===== config.mk =====
export PLATFORM = sky130hd
export DESIGN_NAME = sudoku_play_ctrl
export DESIGN_NICKNAME = d
export VERILOG_FILES = /design/src/rtl/sudoku_play_ctrl.sv
export SDC_FILE = /design/constraint.sdc
export NUM_CORES = 1
export LEC_CHECK = 0
export CAP_MARGIN = 20
export CORE_ASPECT_RATIO = 0.75
export CORE_MARGIN = 2
export CORE_UTILIZATION = 35
export DETAILED_ROUTE_END_ITERATION = 16
export PLACE_DENSITY = 0.78
export SYNTH_ARGS = -nofsm -noshare
export SYNTH_HDL_FRONTEND = slang
export SYNTH_SLANG_ARGS = --single-unit

===== constraint.sdc =====
create_clock -name clk -period 5.45 [get_ports clk]
set_input_delay 0.8175 -clock clk [delete_from_list [all_inputs] [get_ports clk]]
set_output_delay 0.8175 -clock clk [all_outputs]
set_load 0.03 [all_outputs]

===== src/rtl/sudoku_play_ctrl.sv =====
// sudoku_play_ctrl
// Sequences puzzle loading into the Sudoku solver and arbitrates the solver's
// single cell-write port between the handwriting recognizer (rec_*) and the
// keypad (key_*). After each write it samples the solver's valid flag and
// reports a solved board.
//
// Ports:
//   clk, reset                  clock, asynchronous active-high reset
//   new_game                    (re)load puzzle request, overrides everything
//   rec_req/row/col/data, rec_ack   recognizer move handshake
//   key_req/row/col/data, key_ack   keypad move handshake
//   reject                      pulses with an ack when the move is refused
//   slv_start, slv_read         solver load strobe / cell write strobe
//   slv_row/col/data            latched cell address and value for the solver
//   slv_blank, slv_valid        editable-cell mask and solved flag from solver
//   state, solved, move_count   status: FSM state, solved flag, accepted writes
module sudoku_play_ctrl #(
    parameter int CNT_W = 8
) (
    input  logic             clk,
    input  logic             reset,
    input  logic             new_game,
    input  logic             rec_req,
    input  logic [3:0]       rec_row,
    input  logic [3:0]       rec_col,
    input  logic [3:0]       rec_data,
    output logic             rec_ack,
    input  logic             key_req,
    input  logic [3:0]       key_row,
    input  logic [3:0]       key_col,
    input  logic [3:0]       key_data,
    output logic             key_ack,
    output logic             reject,
    output logic             slv_start,
    output logic             slv_read,
    output logic [3:0]       slv_row,
    output logic [3:0]       slv_col,
    output logic [3:0]       slv_data,
    input  logic [80:0]      slv_blank,
    input  logic             slv_valid,
    output logic [2:0]       state,
    output logic             solved,
    output logic [CNT_W-1:0] move_count
);

    typedef enum logic [2:0] {
        ST_IDLE   = 3'd0,
        ST_LOAD   = 3'd1,
        ST_SETTLE = 3'd2,
        ST_PLAY   = 3'd3,
        ST_WRITE  = 3'd4,
        ST_CHECK  = 3'd5,
        ST_SOLVED = 3'd6
    } state_t;

    state_t           state_q, state_d;
    logic             prio_key_q, prio_key_d;   // 1: keypad wins a tie
    logic [3:0]       row_q, row_d, col_q, col_d, data_q, data_d;
    logic [CNT_W-1:0] cnt_q, cnt_d;

    logic       gnt_rec_s, gnt_key_s;
    logic [3:0] mv_row_s, mv_col_s, mv_data_s;
    logic [6:0] idx_s;
    logic       legal_s;

    // Round-robin grant and legality check of the granted move
    always_comb begin
        gnt_rec_s = 1'b0;
        gnt_key_s = 1'b0;
        // Grants only happen where a move can be consumed, never while loading
        if (((state_q == ST_PLAY) || (state_q == ST_SOLVED)) && !new_game) begin
            if (rec_req && (!key_req || !prio_key_q)) begin
                gnt_rec_s = 1'b1;
            end else if (key_req) begin
                gnt_key_s = 1'b1;
            end else begin
                gnt_rec_s = 1'b0;
            end
        end else begin
            gnt_rec_s = 1'b0;
        end
        mv_row_s  = gnt_key_s ? key_row  : rec_row;
        mv_col_s  = gnt_key_s ? key_col  : rec_col;
        mv_data_s = gnt_key_s ? key_data : rec_data;
        // Index only meaningful when row/col are in range; the range terms guard it
        idx_s     = ({3'd0, mv_row_s} * 7'd9) + {3'd0, mv_col_s};
        legal_s   = (mv_row_s <= 4'd8) && (mv_col_s <= 4'd8) &&
                    (mv_data_s <= 4'd9) && slv_blank[idx_s];
    end

    // Next-state, datapath updates and strobe outputs
    always_comb begin
        state_d    = state_q;
        prio_key_d = prio_key_q;
        row_d      = row_q;
        col_d      = col_q;
        data_d     = data_q;
        cnt_d      = cnt_q;
        rec_ack    = gnt_rec_s;
        key_ack    = gnt_key_s;
        reject     = 1'b0;
        slv_start  = 1'b0;
        slv_read   = 1'b0;
        case (state_q)
            ST_IDLE: begin
                state_d = ST_IDLE;
            end
            ST_LOAD: begin
                slv_start = 1'b1;
                state_d   = ST_SETTLE;
            end
            ST_SETTLE: begin
                state_d = slv_valid ? ST_SOLVED : ST_PLAY;
            end
            ST_PLAY: begin
                if (gnt_rec_s || gnt_key_s) begin
                    prio_key_d = gnt_rec_s;
                    if (legal_s) begin
                        row_d   = mv_row_s;
                        col_d   = mv_col_s;
                        data_d  = mv_data_s;
                        state_d = ST_WRITE;
                    end else begin
                        reject = 1'b1;
                    end
                end else begin
                    state_d = ST_PLAY;
                end
            end
            ST_WRITE: begin
                slv_read = 1'b1;
                cnt_d    = (cnt_q == {CNT_W{1'b1}}) ? cnt_q
                                                    : cnt_q + {{(CNT_W-1){1'b0}}, 1'b1};
                state_d  = ST_CHECK;
            end
            ST_CHECK: begin
                state_d = slv_valid ? ST_SOLVED : ST_PLAY;
            end
            ST_SOLVED: begin
                // Board frozen: every granted move is consumed and refused
                if (gnt_rec_s || gnt_key_s) begin
                    prio_key_d = gnt_rec_s;
                    reject     = 1'b1;
                end else begin
                    reject = 1'b0;
                end
            end
            default: begin
                state_d = ST_IDLE;
            end
        endcase
        if (new_game) begin
            state_d = ST_LOAD;
            cnt_d   = {CNT_W{1'b0}};
        end else begin
            cnt_d = cnt_d;
        end
    end

    // State, priority pointer, latched move and counter registers
    always_ff @(posedge clk or posedge reset) begin
        if (reset) begin
            state_q    <= ST_IDLE;
            prio_key_q <= 1'b0;
            row_q      <= 4'd0;
            col_q      <= 4'd0;
            data_q     <= 4'd0;
            cnt_q      <= {CNT_W{1'b0}};
        end else begin
            state_q    <= state_d;
            prio_key_q <= prio_key_d;
            row_q      <= row_d;
            col_q      <= col_d;
            data_q     <= data_d;
            cnt_q      <= cnt_d;
        end
    end

    assign state      = state_q;
    assign solved     = (state_q == ST_SOLVED);
    assign move_count = cnt_q;
    assign slv_row    = row_q;
    assign slv_col    = col_q;
    assign slv_data   = data_q;

endmodule

== Word level (Yosys, flattened, before mapping) ==
Cells that the tools add are included.
Operators by class
  equal/unequal tests: 10
  magnitude comparators: 4
  reductions and logical operators: 18
  $add $sub $neg: 2
  $mul: 1
  multiplexer cells: 24
Operators with widths (count)
  two-way mux 8 bit: 3
  case mux 3 bit (5 select lines): 1
  <= comparator 4 bit (second input constant): 3
  two-way mux 3 bit: 4
  two-way mux 4 bit: 3
  two-way mux 1 bit: 11
  equality test 3 bit (second input constant): 3
  adder 8 x 1 -> 8 bit (second input constant): 1
  equality test 8 bit (second input constant): 1
  < comparator 7 x 8 -> 1 bit (second input constant): 1
  adder 7 x 4 -> 7 bit: 1
  binary-select mux 1 bit (select 7 bit): 1
  multiplier 4 x 4 -> 7 bit (second input constant): 1
  equality test 3 x 2 -> 1 bit (second input constant): 2
  AND reduction 2 bit: 3
  logical AND 1 bit: 5
  inequality test 2 bit (second input constant): 2
  inequality test 4 bit (second input constant): 1
  OR reduction 2 bit: 2
  equality test 3 x 1 -> 1 bit (second input constant): 1
  zero test 1 bit: 3
  logical OR 1 bit: 3
  AND reduction 3 bit: 1
  case mux 1 bit (2 select lines): 1
  nonzero test 2 bit: 1
Storage, ports and cells
  input port bits: 111
  bits in registers: 24
  output and inout port bits: 29
  logic and storage cells: 65

== Longest topological paths before layout ==
  depth after elaboration: 15
  depth in mapped cells: 21
  gate-level depth less buffers: 16

== Worst setup path after synthesis ==
OpenSTA, ideal clock, no wires.
  kind: input to output
  from: input new_game
  to: output reject
  data required time: 4.633 ns
  arrival time: 5.069 ns
  setup slack: -0.436 ns
  path buffers: 3
  stages on the path: 19
  cells stage by stage: and2b_1 -> o2111ai_1 -> buf_2 -> inv_1 -> clkbuf_1 -> nand2_1 -> nand2_1 -> ha_1 -> ha_1 -> fa_1 -> xor2_1 -> buf_2 -> mux4_2 -> mux2_2 -> nand3_1 -> mux2i_1 -> and4bb_2 -> a211oi_1 -> a21oi_1
On the way
  elaborated cells on any way between the ends: 22
  those cells by class: 1 x add/sub; 1 x mul; 3 x order compare; 11 x mux; 6 x reduce/logical
RTL lines
  from (decl): line 22  | input logic new_game,
  zero test 1 bit *: line 71  | if (((state_q == ST_PLAY) || (state_q == ST_SOLVED)) && !new_game) begin
  logical AND 1 bit *: line 71
  two-way mux 1 bit *: line 71
  net key_ack: line 32  | output logic key_ack,
  two-way mux 4 bit *: line 83  | mv_col_s = gnt_key_s ? key_col : rec_col;
  net mv_col_s[1]: line 62  | logic [3:0] mv_row_s, mv_col_s, mv_data_s;
  adder 7 x 4 -> 7 bit or <= comparator 4 bit (tied branches): line 86, 87
  binary-select mux 1 bit (select 7 bit) or logical AND 1 bit (tied branches): line 88, 87
  two-way mux 1 bit (implied by the code) or logical AND 1 bit (tied branches): line 88, 87
  logical AND 1 bit *: line 88  | (mv_data_s <= 4'd9) && slv_blank[idx_s];
  two-way mux 1 bit *: line 118  | if (legal_s) begin
  two-way mux 1 bit *: line 116  | if (gnt_rec_s || gnt_key_s) begin
  case mux 1 bit (2 select lines) *: line 104  | case (state_q)
  to (decl): line 33  | output logic reject,
The timed path passes the listed nets; every way through them passes the cells marked *. The select of a mux whose other input is x is not followed.

== Final worst setup path ==
  from: input new_game
  to: output reject
On the way
  elaborated cells on any way between the ends: 22
  those cells by class: 1 x add/sub; 1 x mul; 3 x order compare; 11 x mux; 6 x reduce/logical
RTL lines (line)
  zero test 1 bit *: 71
  logical AND 1 bit *: 71
  two-way mux 1 bit *: 71
  two-way mux 4 bit *: 83
  net mv_col_s[1]: 62
  adder 7 x 4 -> 7 bit or <= comparator 4 bit (tied branches): 86, 87
  binary-select mux 1 bit (select 7 bit) or logical AND 1 bit (tied branches): 88, 87
  two-way mux 1 bit (implied by the code) or logical AND 1 bit (tied branches): 88, 87
  logical AND 1 bit *: 88
  two-way mux 1 bit *: 118
  two-way mux 1 bit *: 116
  case mux 1 bit (2 select lines) *: 104
Marks and branches as above.

==> qor.csv <==
metric,value,unit
status,finished clean,
CP Data Required Time,4.63,ns
Crit Path Class,input pin to output pin,
Post-Syn Instances,234,
core area,0.00677,mm²
"Max FO, Critical Path",7,
FF-to-FF path depth,18,
startpoint types,input pin,
minimum clock period,5.35,ns
Worst-Margin Slew,0.898,ns
first-pass GRT wire length,13.4,mm
post-route ant nets,0,
Std-Cell Rows,26,
final std cells w/o fill,481,
Area after DPL,0.00408,mm²
Worst slew margin,40.1,%
Pre-antenna DRT Iters,5,
setup TNS,0,ns
number of global-route vias before repair,2601,
cts bufs inserted,3,
synthesis-to-finish area growth,79.6,%
vias,2542,
max-slew violations,0,
WL/cell,17.4,µm
CTS max path bufs,2,
clock sinks,24,
Final nets,521,
largest net degree at the start of global routing,25,
Port-buffer cells,139,
number of H-tree levels,1,
chip height,76.1,µm
Clock Skew,0.00630,ns
syn_nets,356,
post-placement worst setup slack,-0.336,ns
Overflow after GRT,0,
Final Hold Vio Count,0,
hold depth,1,
most frequent cells in the layout,"clkdlybuf4s50_1 (135), nand2_1 (31), buf_4 (28), dfrtp_1 (24), mux4_2 (20)",
Hold WC Path Type,register to register,
MaxCap Viol Count,0,
CTS tree,built,
synth unique cells,48,
initial antenna violation count,0,
Critical Path AT,4.53,ns
Tcrit/Tclk final,98.2,%
power density over the cells,339,mW/mm²
Final setup viols,0,
VDD IR max,0.315,mV
Routed WL,8.35,mm
CTS Root Cell,clkbuf_8,
Worst-path clk slew,0.08,ns
CTS Hold Bufs,0,
post-route cell area,0.00435,mm²
"Cell Area, Synth",0.00242,mm²
Via density,5.28,
final cell utilization of the core,64.3,%
register area share after synthesis,24.8,%
Die W,100,µm
Die ar.,0.00762,mm²
"Clk Latency, worst-skew pair",0.26,ns
DP Cell Count,472,
Leak,0.00181,µW
Initial Util,35.8,%
Yosys reg bits,24,
share of cells above drive strength 1,26.4,%
DPL Wire Length,6.82,mm
final antenna diode count,0,
DR DRC count,0,
Yosys warning total,0,
drt initial violations,104,
FMAX,187,MHz
Final Wtd Congestion,0.872,
"Avg Cell Area, Syn",10.4,µm²
# IOs,140,
total global-route track usage,21.8,%
CP endpoint kind,output pin,
final setup margin,0.0997,ns
"commonest non-fill, non-tap cell in the layout",clkdlybuf4s50_1,
[synthesized netlist by cell type (all sizes together)]
library cell / number / area share, %
nor2: 13 / 2.1
nand4: 3 / 0.77
a22oi: 1 / 0.31
buf: 10 / 2.6
a41oi: 1 / 0.36
fa: 1 / 0.83
mux4: 20 / 19
or2b: 1 / 0.31
o2111ai: 1 / 0.36
nand2b: 2 / 0.52
o311a: 1 / 0.41
xor2: 6 / 2.5
o21ai: 11 / 2.3
maj3: 1 / 0.46
o221a: 1 / 0.46
nor3b: 1 / 0.31
and3: 2 / 0.52
a2111oi: 1 / 1.1
o31ai: 5 / 1.5
and2b: 1 / 0.31
a31oi: 1 / 0.26
ha: 10 / 5.2
a221oi: 1 / 0.36
inv: 9 / 1.4
o21bai: 1 / 0.31
nand2: 38 / 5.9
mux2i: 9 / 3.7
and4bb: 1 / 0.52
or3: 2 / 0.52
nor3: 5 / 1.0
o21a: 3 / 0.93
mux2: 18 / 9.9
xnor2: 7 / 3.6
nor4: 1 / 0.26
a21o: 2 / 0.62
dfrtp: 24 / 25
clkbuf: 3 / 0.46
a21oi: 6 / 1.2
a211oi: 3 / 0.93
nand3: 7 / 1.4
[path summary, 6_finish.rpt]
check / slack, ns / endpoint / start
max in group asynchronous: 3.85 / prio_key_q / reset
setup / recovery: 0.1 / reject / new_game
setup reg to reg: 0.90 / slv_col[1] / state[2]
min in group asynchronous: 1.05 / move_count[2] / reset
hold / removal: 0.52 / slv_row[1] / slv_row[1]
hold reg to reg: 0.52 / slv_row[1] / slv_row[1]
[registers in the layout (all words and copies together) (netlist names)]
| register | count |
|---|---|
| slv_row | 4 |
| slv_col | 4 |
| slv_data | 4 |
| prio_key_q | 1 |
| move_count | 8 |
| state | 3 |
[through the flow]
step | total power, µW | hold slack [ns]
final | 1480 | 0.519
after global routing | 1560 | 0.541
after global placement | 1260 | 0.494
after floorplan | 895 | 0.487
after CTS | 1470 | 0.518
after detailed placement | 1280 | 0.498
[area by class of cell]
cell class | count | area [µm²]
Inverter | 9 | 33.8
Timing Repair Buffer | 173 | 1700
Sequential cell | 24 | 601
Clock buffer | 3 | 41.3
Tap cell | 84 | 105
Fill cell | 517 | 2410
Multi-Input combinational cell | 188 | 1870
[where the power goes]
| group | switching [µW] | leakage [µW] | internal [µW] |
|---|---|---|---|
| clock | 53.2 | 0.0000216 | 49.4 |
| combinational | 485 | 0.00146 | 611 |
| sequential | 45.7 | 0.000324 | 232 |
| total | 584 | 0.00181 | 892 |
[logic make-up after synthesis]
logic type / after synthesis / share of synthesized area (%)
buf+inv: 22 / 4.49
fa+ha+maj: 12 / 6.45
compound gates: 39 / 11.5
xor+xnor: 13 / 6.09
simple gates: 77 / 14.5
mux: 47 / 32.2
flops: 24 / 24.8
[critical path, stage by stage]
cell           delay, ns
dlygate4sd2_1       0.25
and2b_2             0.25
o2111ai_4           0.15
buf_6               0.19
nand2_1             0.09
nand2_2             0.08
ha_4                0.23
ha_4                0.16
fa_2                0.39
xor2_4              0.21
buf_6               0.15
mux4_2              0.29
mux2_4              0.29
nand3_1             0.10
mux2i_1             0.09
and4bb_2            0.33
a211oi_2            0.09
a21oi_2             0.21
buf_6               0.16
[routing by layer]
layer | track usage (%) | share of wire [%] | up-vias
li1 | - | - | 1205
met1 | 30.3 | 44 | 1246
met5 | 0 | 0 | -
met3 | 2.20 | 4.4 | 12
met2 | 37.1 | 50 | 79
met4 | 4.38 | 2.1 | 0
[timing repair]
action | in CTS | in global routing
resized for setup | 19 | 17
cloned | 0 | 0
setup buffers | 4 | 3
pin swaps | 7 | 13
endpoints found under the setup margin | 1 | 1
Note: power is estimated with default switching activity, not from simulation.
